$ cat src/rtl/tour_pkg.sv
// Shared types and constants for the knight's-tour replay sequencer and the
// tour solver's offset functions.
package tour_pkg;

  typedef enum logic [2:0] {
    IDLE,
    VERT,
    HOLD_V,
    HORZ,
    HOLD_H
  } tour_state_e;

  localparam logic [3:0] OP_MOVE    = 4'h2;
  localparam logic [3:0] OP_FANFARE = 4'h3;

  localparam logic [7:0] HDG_N = 8'h00;
  localparam logic [7:0] HDG_W = 8'h3F;
  localparam logic [7:0] HDG_S = 8'h7F;
  localparam logic [7:0] HDG_E = 8'hBF;

  localparam logic [4:0] LAST_MOVE_IDX = 5'd23;

endpackage

$ cat src/rtl/tour_cmd_seq_if.sv
// Command/response bundle between the UART wrapper, the tour sequencer and the
// motion controller.
interface tour_cmd_seq_if;
  logic [15:0] cmd_UART;
  logic        cmd_rdy_UART;
  logic        clr_cmd_rdy_UART;
  logic [15:0] cmd;
  logic        cmd_rdy;
  logic        clr_cmd_rdy;
  logic        send_resp;
  logic [7:0]  resp;

  // master: the sequencer; slave: the UART wrapper and motion controller side
  modport master (
    input  cmd_UART, cmd_rdy_UART, clr_cmd_rdy, send_resp,
    output clr_cmd_rdy_UART, cmd, cmd_rdy, resp
  );
  modport slave (
    output cmd_UART, cmd_rdy_UART, clr_cmd_rdy, send_resp,
    input  clr_cmd_rdy_UART, cmd, cmd_rdy, resp
  );
endinterface

$ cat src/rtl/tour_move_decode.sv
// One-hot knight move to signed (dx, dy) offsets; +x east, +y north.
// Anything that is not exactly one-hot decodes to (0, 0).
module tour_move_decode (
  input  logic [7:0]        move,
  output logic signed [2:0] dx,
  output logic signed [2:0] dy
);

  always_comb begin
    dx = '0;
    dy = '0;
    case (move)
      8'h01: begin dx = -3'sd1; dy =  3'sd2; end
      8'h02: begin dx =  3'sd1; dy =  3'sd2; end
      8'h04: begin dx = -3'sd2; dy =  3'sd1; end
      8'h08: begin dx = -3'sd2; dy = -3'sd1; end
      8'h10: begin dx = -3'sd1; dy = -3'sd2; end
      8'h20: begin dx =  3'sd1; dy = -3'sd2; end
      8'h40: begin dx =  3'sd2; dy = -3'sd1; end
      8'h80: begin dx =  3'sd2; dy =  3'sd1; end
      default: ;
    endcase
  end

endmodule

$ cat src/rtl/tour_cmd_seq.sv
// Replays a solved knight's tour as vertical-then-horizontal motion commands,
// passing UART commands through when idle. Macro TOUR_FANFARE_EN selects the
// fanfare opcode for the horizontal leg.
module tour_cmd_seq
  import tour_pkg::*;
(
  input  logic        clk,
  input  logic        rst_n,
  input  logic        start_tour,
  input  logic [7:0]  move,
  output logic [4:0]  mv_indx,
  output logic        tour_busy,
  tour_cmd_seq_if.master bus
);

`ifdef TOUR_FANFARE_EN
  localparam logic [3:0] H_OP = OP_FANFARE;
`else
  localparam logic [3:0] H_OP = OP_MOVE;
`endif

  tour_state_e       state, state_nxt;
  logic [4:0]        indx_nxt;
  logic signed [2:0] dx, dy;
  logic [2:0]        dx_mag, dy_mag;
  logic [15:0]       vleg, hleg;

  tour_move_decode u_decode (
    .move (move),
    .dx   (dx),
    .dy   (dy)
  );

  // Zero offsets take the south/west heading; the 0-square count makes it a no-op.
  assign dx_mag = dx[2] ? 3'(-dx) : 3'(dx);
  assign dy_mag = dy[2] ? 3'(-dy) : 3'(dy);
  assign vleg   = {OP_MOVE, (!dy[2] && dy != '0) ? HDG_N : HDG_S, {1'b0, dy_mag}};
  assign hleg   = {H_OP,    (!dx[2] && dx != '0) ? HDG_E : HDG_W, {1'b0, dx_mag}};

  assign tour_busy = (state != IDLE);

  always_ff @(posedge clk or negedge rst_n) begin
    if (!rst_n) begin
      state   <= IDLE;
      mv_indx <= '0;
    end else begin
      state   <= state_nxt;
      mv_indx <= indx_nxt;
    end
  end

  always_comb begin
    state_nxt            = state;
    indx_nxt             = mv_indx;
    bus.cmd              = vleg;
    bus.cmd_rdy          = 1'b0;
    bus.clr_cmd_rdy_UART = 1'b0;
    bus.resp             = 8'hA5;
    case (state)
      IDLE: begin
        bus.cmd              = bus.cmd_UART;
        bus.cmd_rdy          = bus.cmd_rdy_UART;
        bus.clr_cmd_rdy_UART = bus.clr_cmd_rdy;
        bus.resp             = 8'h5A;
        if (start_tour) begin
          state_nxt = VERT;
          indx_nxt  = '0;
        end
      end
      VERT: begin
        bus.cmd_rdy = 1'b1;
        if (bus.clr_cmd_rdy) state_nxt = HOLD_V;
      end
      HOLD_V: begin
        if (bus.send_resp) state_nxt = HORZ;
      end
      HORZ: begin
        bus.cmd     = hleg;
        bus.cmd_rdy = 1'b1;
        if (bus.clr_cmd_rdy) state_nxt = HOLD_H;
      end
      HOLD_H: begin
        bus.cmd = hleg;
        if (bus.send_resp) begin
          if (mv_indx == LAST_MOVE_IDX) begin
            bus.resp  = 8'h5A;
            state_nxt = IDLE;
            indx_nxt  = '0;
          end else begin
            state_nxt = VERT;
            indx_nxt  = mv_indx + 5'd1;
          end
        end
      end
      default: state_nxt = IDLE;
    endcase
  end

endmodule

$ cat src/flat_wrapper.sv
// flat-port wrapper written by rule: the top's interface ports become plain ports
module tour_cmd_seq_flat import tour_pkg::*;
  (clk, rst_n, start_tour, move, mv_indx, tour_busy, bus_cmd_UART, bus_cmd_rdy_UART, bus_clr_cmd_rdy, bus_send_resp, bus_clr_cmd_rdy_UART, bus_cmd, bus_cmd_rdy, bus_resp);
  tour_cmd_seq_if bus_i ();
  input  logic clk;
  input  logic rst_n;
  input  logic start_tour;
  input  logic [7:0] move;
  output logic [4:0] mv_indx;
  output logic tour_busy;
  input wire logic [$bits(bus_i.cmd_UART)-1:0] bus_cmd_UART;
  input wire logic [$bits(bus_i.cmd_rdy_UART)-1:0] bus_cmd_rdy_UART;
  input wire logic [$bits(bus_i.clr_cmd_rdy)-1:0] bus_clr_cmd_rdy;
  input wire logic [$bits(bus_i.send_resp)-1:0] bus_send_resp;
  output wire logic [$bits(bus_i.clr_cmd_rdy_UART)-1:0] bus_clr_cmd_rdy_UART;
  output wire logic [$bits(bus_i.cmd)-1:0] bus_cmd;
  output wire logic [$bits(bus_i.cmd_rdy)-1:0] bus_cmd_rdy;
  output wire logic [$bits(bus_i.resp)-1:0] bus_resp;
  assign bus_i.cmd_UART = bus_cmd_UART;
  assign bus_i.cmd_rdy_UART = bus_cmd_rdy_UART;
  assign bus_i.clr_cmd_rdy = bus_clr_cmd_rdy;
  assign bus_i.send_resp = bus_send_resp;
  assign bus_clr_cmd_rdy_UART = bus_i.clr_cmd_rdy_UART;
  assign bus_cmd = bus_i.cmd;
  assign bus_cmd_rdy = bus_i.cmd_rdy;
  assign bus_resp = bus_i.resp;
  tour_cmd_seq u_core (.clk(clk), .rst_n(rst_n), .start_tour(start_tour), .move(move), .mv_indx(mv_indx), .tour_busy(tour_busy), .bus(bus_i));
endmodule
$ cat config.mk
export PLATFORM = sky130hd
export DESIGN_NAME = tour_cmd_seq_flat
export DESIGN_NICKNAME = d
export VERILOG_FILES = /design/src/rtl/tour_pkg.sv /design/src/rtl/tour_cmd_seq_if.sv /design/src/rtl/tour_move_decode.sv /design/src/rtl/tour_cmd_seq.sv /design/src/flat_wrapper.sv
export SDC_FILE = /design/constraint.sdc
export NUM_CORES = 1
export LEC_CHECK = 0
export BUFFER_PORTS_ARGS = -buffer_cell sky130_fd_sc_hd__buf_2
export CORE_MARGIN = 1
export CORE_UTILIZATION = 47
export DETAILED_ROUTE_END_ITERATION = 8
export GPL_TIMING_DRIVEN = 0
export MAX_ROUTING_LAYER = met4
export PLACE_DENSITY = 0.85
export SETUP_SLACK_MARGIN = 0.1
export SLEW_MARGIN = 15
export SYNTH_ARGS = -nofsm -noshare
export SYNTH_HDL_FRONTEND = slang
export SYNTH_SLANG_ARGS = --single-unit
$ cat constraint.sdc
create_clock -name clk -period 7.26 [get_ports clk]
set_input_delay 1.452 -clock clk [delete_from_list [all_inputs] [get_ports clk]]
set_output_delay 1.452 -clock clk [all_outputs]
set_load 0.03 [all_outputs]
==> metrics.txt <==
status complete, no violations; worst-path cell chain buf_2, nor4_1, and2_1, o311a_1, nor2_1, ha_1, nor4_2, o21ai_0, buf_2; WP data required 5.81 ns; die width 49.8 um; Synth Area in Compound Gates 20.7%; drc violations 0; PortBufs 56; row cnt 16; arrival time of the worst setup path 3.60 ns; final RePlAce weighted congestion 0.904; Initial DRC Count 18; first-pass GRT wire length 4.74 mm; clock share of power 6.5%; Worst-Skew Late Latency 0.26 ns; CP startpoint kind primary input; Core Region 2060 um2; worst vdd ir 0.355 mV; commonest non-fill, non-tap cell in the layout buf_2; sequential area share after synthesis 18.7%; maxcap violations 0; clock transition at the registers of the reported paths 0.05 ns; RSZ-0062 raised after global routing false; clock skew 0.00228 ns; CTS sink count 8; Max Fclk 198 MHz; Post-synth ARST share 100%; WL/cell 12.1 um; minimum clock period 5.06 ns; layout cells sized above 1 40.9%; critical setup path kind primary input to output pin; Tcrit/Tclk final 69.6%; number of synthesized register bits 8; CTS Buffer Depth 2; Post-Route Setup TNS 0 ns; drt total wl 2.73 mm; Syn-to-layout area delta 31.4%; starting density of the core 52.0%; CTS tree yes; final core occ 68.3%; pre-CTS setup slack 2.21 ns; most frequent cells in the layout buf_2, nand2_1, nor2_1; vias in the first global route 1,120; postcts setup bufs 0; Syn Std Cell Area 1070 um2; most frequent cell on the critical path buf_2; multiplexer area fraction after synthesis 3.85%; root buffer cell clkbuf_4; die area 2480 um2; diodes inserted 0; grt ovf 0; Synth Area in Adders 3.50%; initial antenna violation count 0; H-tree depth 1; post-route setup slack 2.20 ns; Sw Pwr 0.000319 W; Final Hold Viols 0; # setup viols final 0; leak pwr 0.683 nW; r2r setup slk 5.76 ns; largest family of logic cells by synthesized area simple AND/OR/NAND/NOR gates; Critical Path Slowest Stage Cell nor4_1; Synth Area in Simple Gates 37.1%; final hold slack 0.535 ns; Net Sw Frac 59.1%; CP endpoint kind output pin; crit path max fanout 7; Rel. slew slack 61.2%; Power Dens Cells 384 nW/um2; Final #Nets 233; Yosys cell types 47; xor-xnor portion of the synthesized cell area 5.72%; I/O Pins 62; Slew Viols, Final 0; Worst Max-Slew Pin Slew 0.577 ns; share of power burned in registers 13.1%; Post-DRT Antenna Nets 0; top_reg_cell synth dfrtp_1; number of synthesized flops with an enable pin 0; Logic pwr share 80.4%; Worst Hold Class register to register; P_int 0.000221 W; Post-Syn Area per Cell 7.71 um2; largest net degree at the start of global routing 11; synthesized instance count 139; Yosys warnings 0; die height 49.8 um; first-pass detailed-route iteration total 4; cts-stage hold buffer count 0; DP HPWL 2.20 mm; CTS buffer count 3; GRT Util Overall 25.0%; syn nets 172; crit-path max cell delay 0.54 ns; CTS resizes 0; via count 1,219; vias per cell 5.42
state kept, by name, summed over array words and instances, names as in the netlist:
signal          count
u_core.state        3
u_core.mv_indx      5
cell usage after synthesis, types with 2 or more instances:
master / number / area, um2
nor2_1: 14 / 52.6
buf_2: 2 / 10.0
o2111ai_1: 2 / 17.5
nand3_1: 4 / 20.0
mux2i_1: 3 / 30.0
a21oi_1: 3 / 15.0
nor4b_1: 2 / 17.5
xor2_1: 4 / 35.0
nand2_1: 17 / 63.8
buf_4: 6 / 45.0
o21ai_0: 13 / 65.1
nand3b_1: 2 / 15.0
nor4_1: 4 / 25.0
xnor2_1: 3 / 26.3
and2_1: 7 / 43.8
inv_1: 3 / 11.3
ha_1: 3 / 37.5
clkbuf_1: 4 / 15.0
or2_2: 3 / 18.8
dfrtp_1: 8 / 200
a22o_1: 5 / 43.8
buf_6: 2 / 22.5
final timing paths:
| check | startpoint | to | cells after the start |
|---|---|---|---|
| max | move[7] | bus_cmd[5] | 9 |
| min | u_core.mv_indx[1] | u_core.mv_indx[1] | 2 |
| max reg2reg | u_core.mv_indx[0] | u_core.mv_indx[0] | 5 |
| min reg2reg | u_core.mv_indx[1] | u_core.mv_indx[1] | 2 |
| max in group asynchronous | rst_n | u_core.mv_indx[2] | 1 |
| min in group asynchronous | rst_n | u_core.mv_indx[0] | 1 |
critical path: cells and delay by family:
kind	cells	cell delay, ns
AO/OA/AOI/OAI	2	0.32
adder cells (fa/ha/maj)	1	0.22
buffers and inverters	2	0.35
AND/OR/NAND/NOR	4	1.25
power groups by stage:
stage / combinational (W) / sequential (W) / clock [W]
after floorplan: 0.000324 / 0.0000750 / 0
after global placement: 0.000425 / 0.0000696 / 0
after detailed placement: 0.000436 / 0.0000712 / 0
after CTS: 0.000437 / 0.0000705 / 0.0000361
after global routing: 0.000471 / 0.0000733 / 0.0000380
final: 0.000435 / 0.0000707 / 0.0000353
per-stage QoR:
step                      area (um2)  total power, W  instances
final                           1410        0.000541        225
after global routing            1410        0.000582        225
after CTS                       1410        0.000543        225
after detailed placement        1390        0.000507        222
after global placement          1390        0.000494        222
after floorplan                 1070        0.000399        139
kinds of logic after synthesis:
| group | Yosys count |
|---|---|
| buf+inv | 19 |
| simple gates | 66 |
| fa+ha+maj | 3 |
| xor+xnor | 7 |
| compound gates | 32 |
| flops | 8 |
| mux | 4 |
layout make-up:
class	count	area (um2)
plain buffers	15	97.6
repair buffers	56	280
well taps	27	33.8
multi-input cells	112	759
fillers	172	653
clock buffers	3	22.5
inverters	4	15.0
flip-flops and latches	8	200
metal layers:
metal  vias to the layer above  global-route usage, %  part of all wire, %
met4                         0                   10.5                 0.77
met1                       551                   29.1                   44
met5                         -                      -                    0
met3                         4                   1.54                  4.4
met2                        38                   43.9                   51
li1                        626                      -                    -
Note: power is estimated with default switching activity, not from simulation.
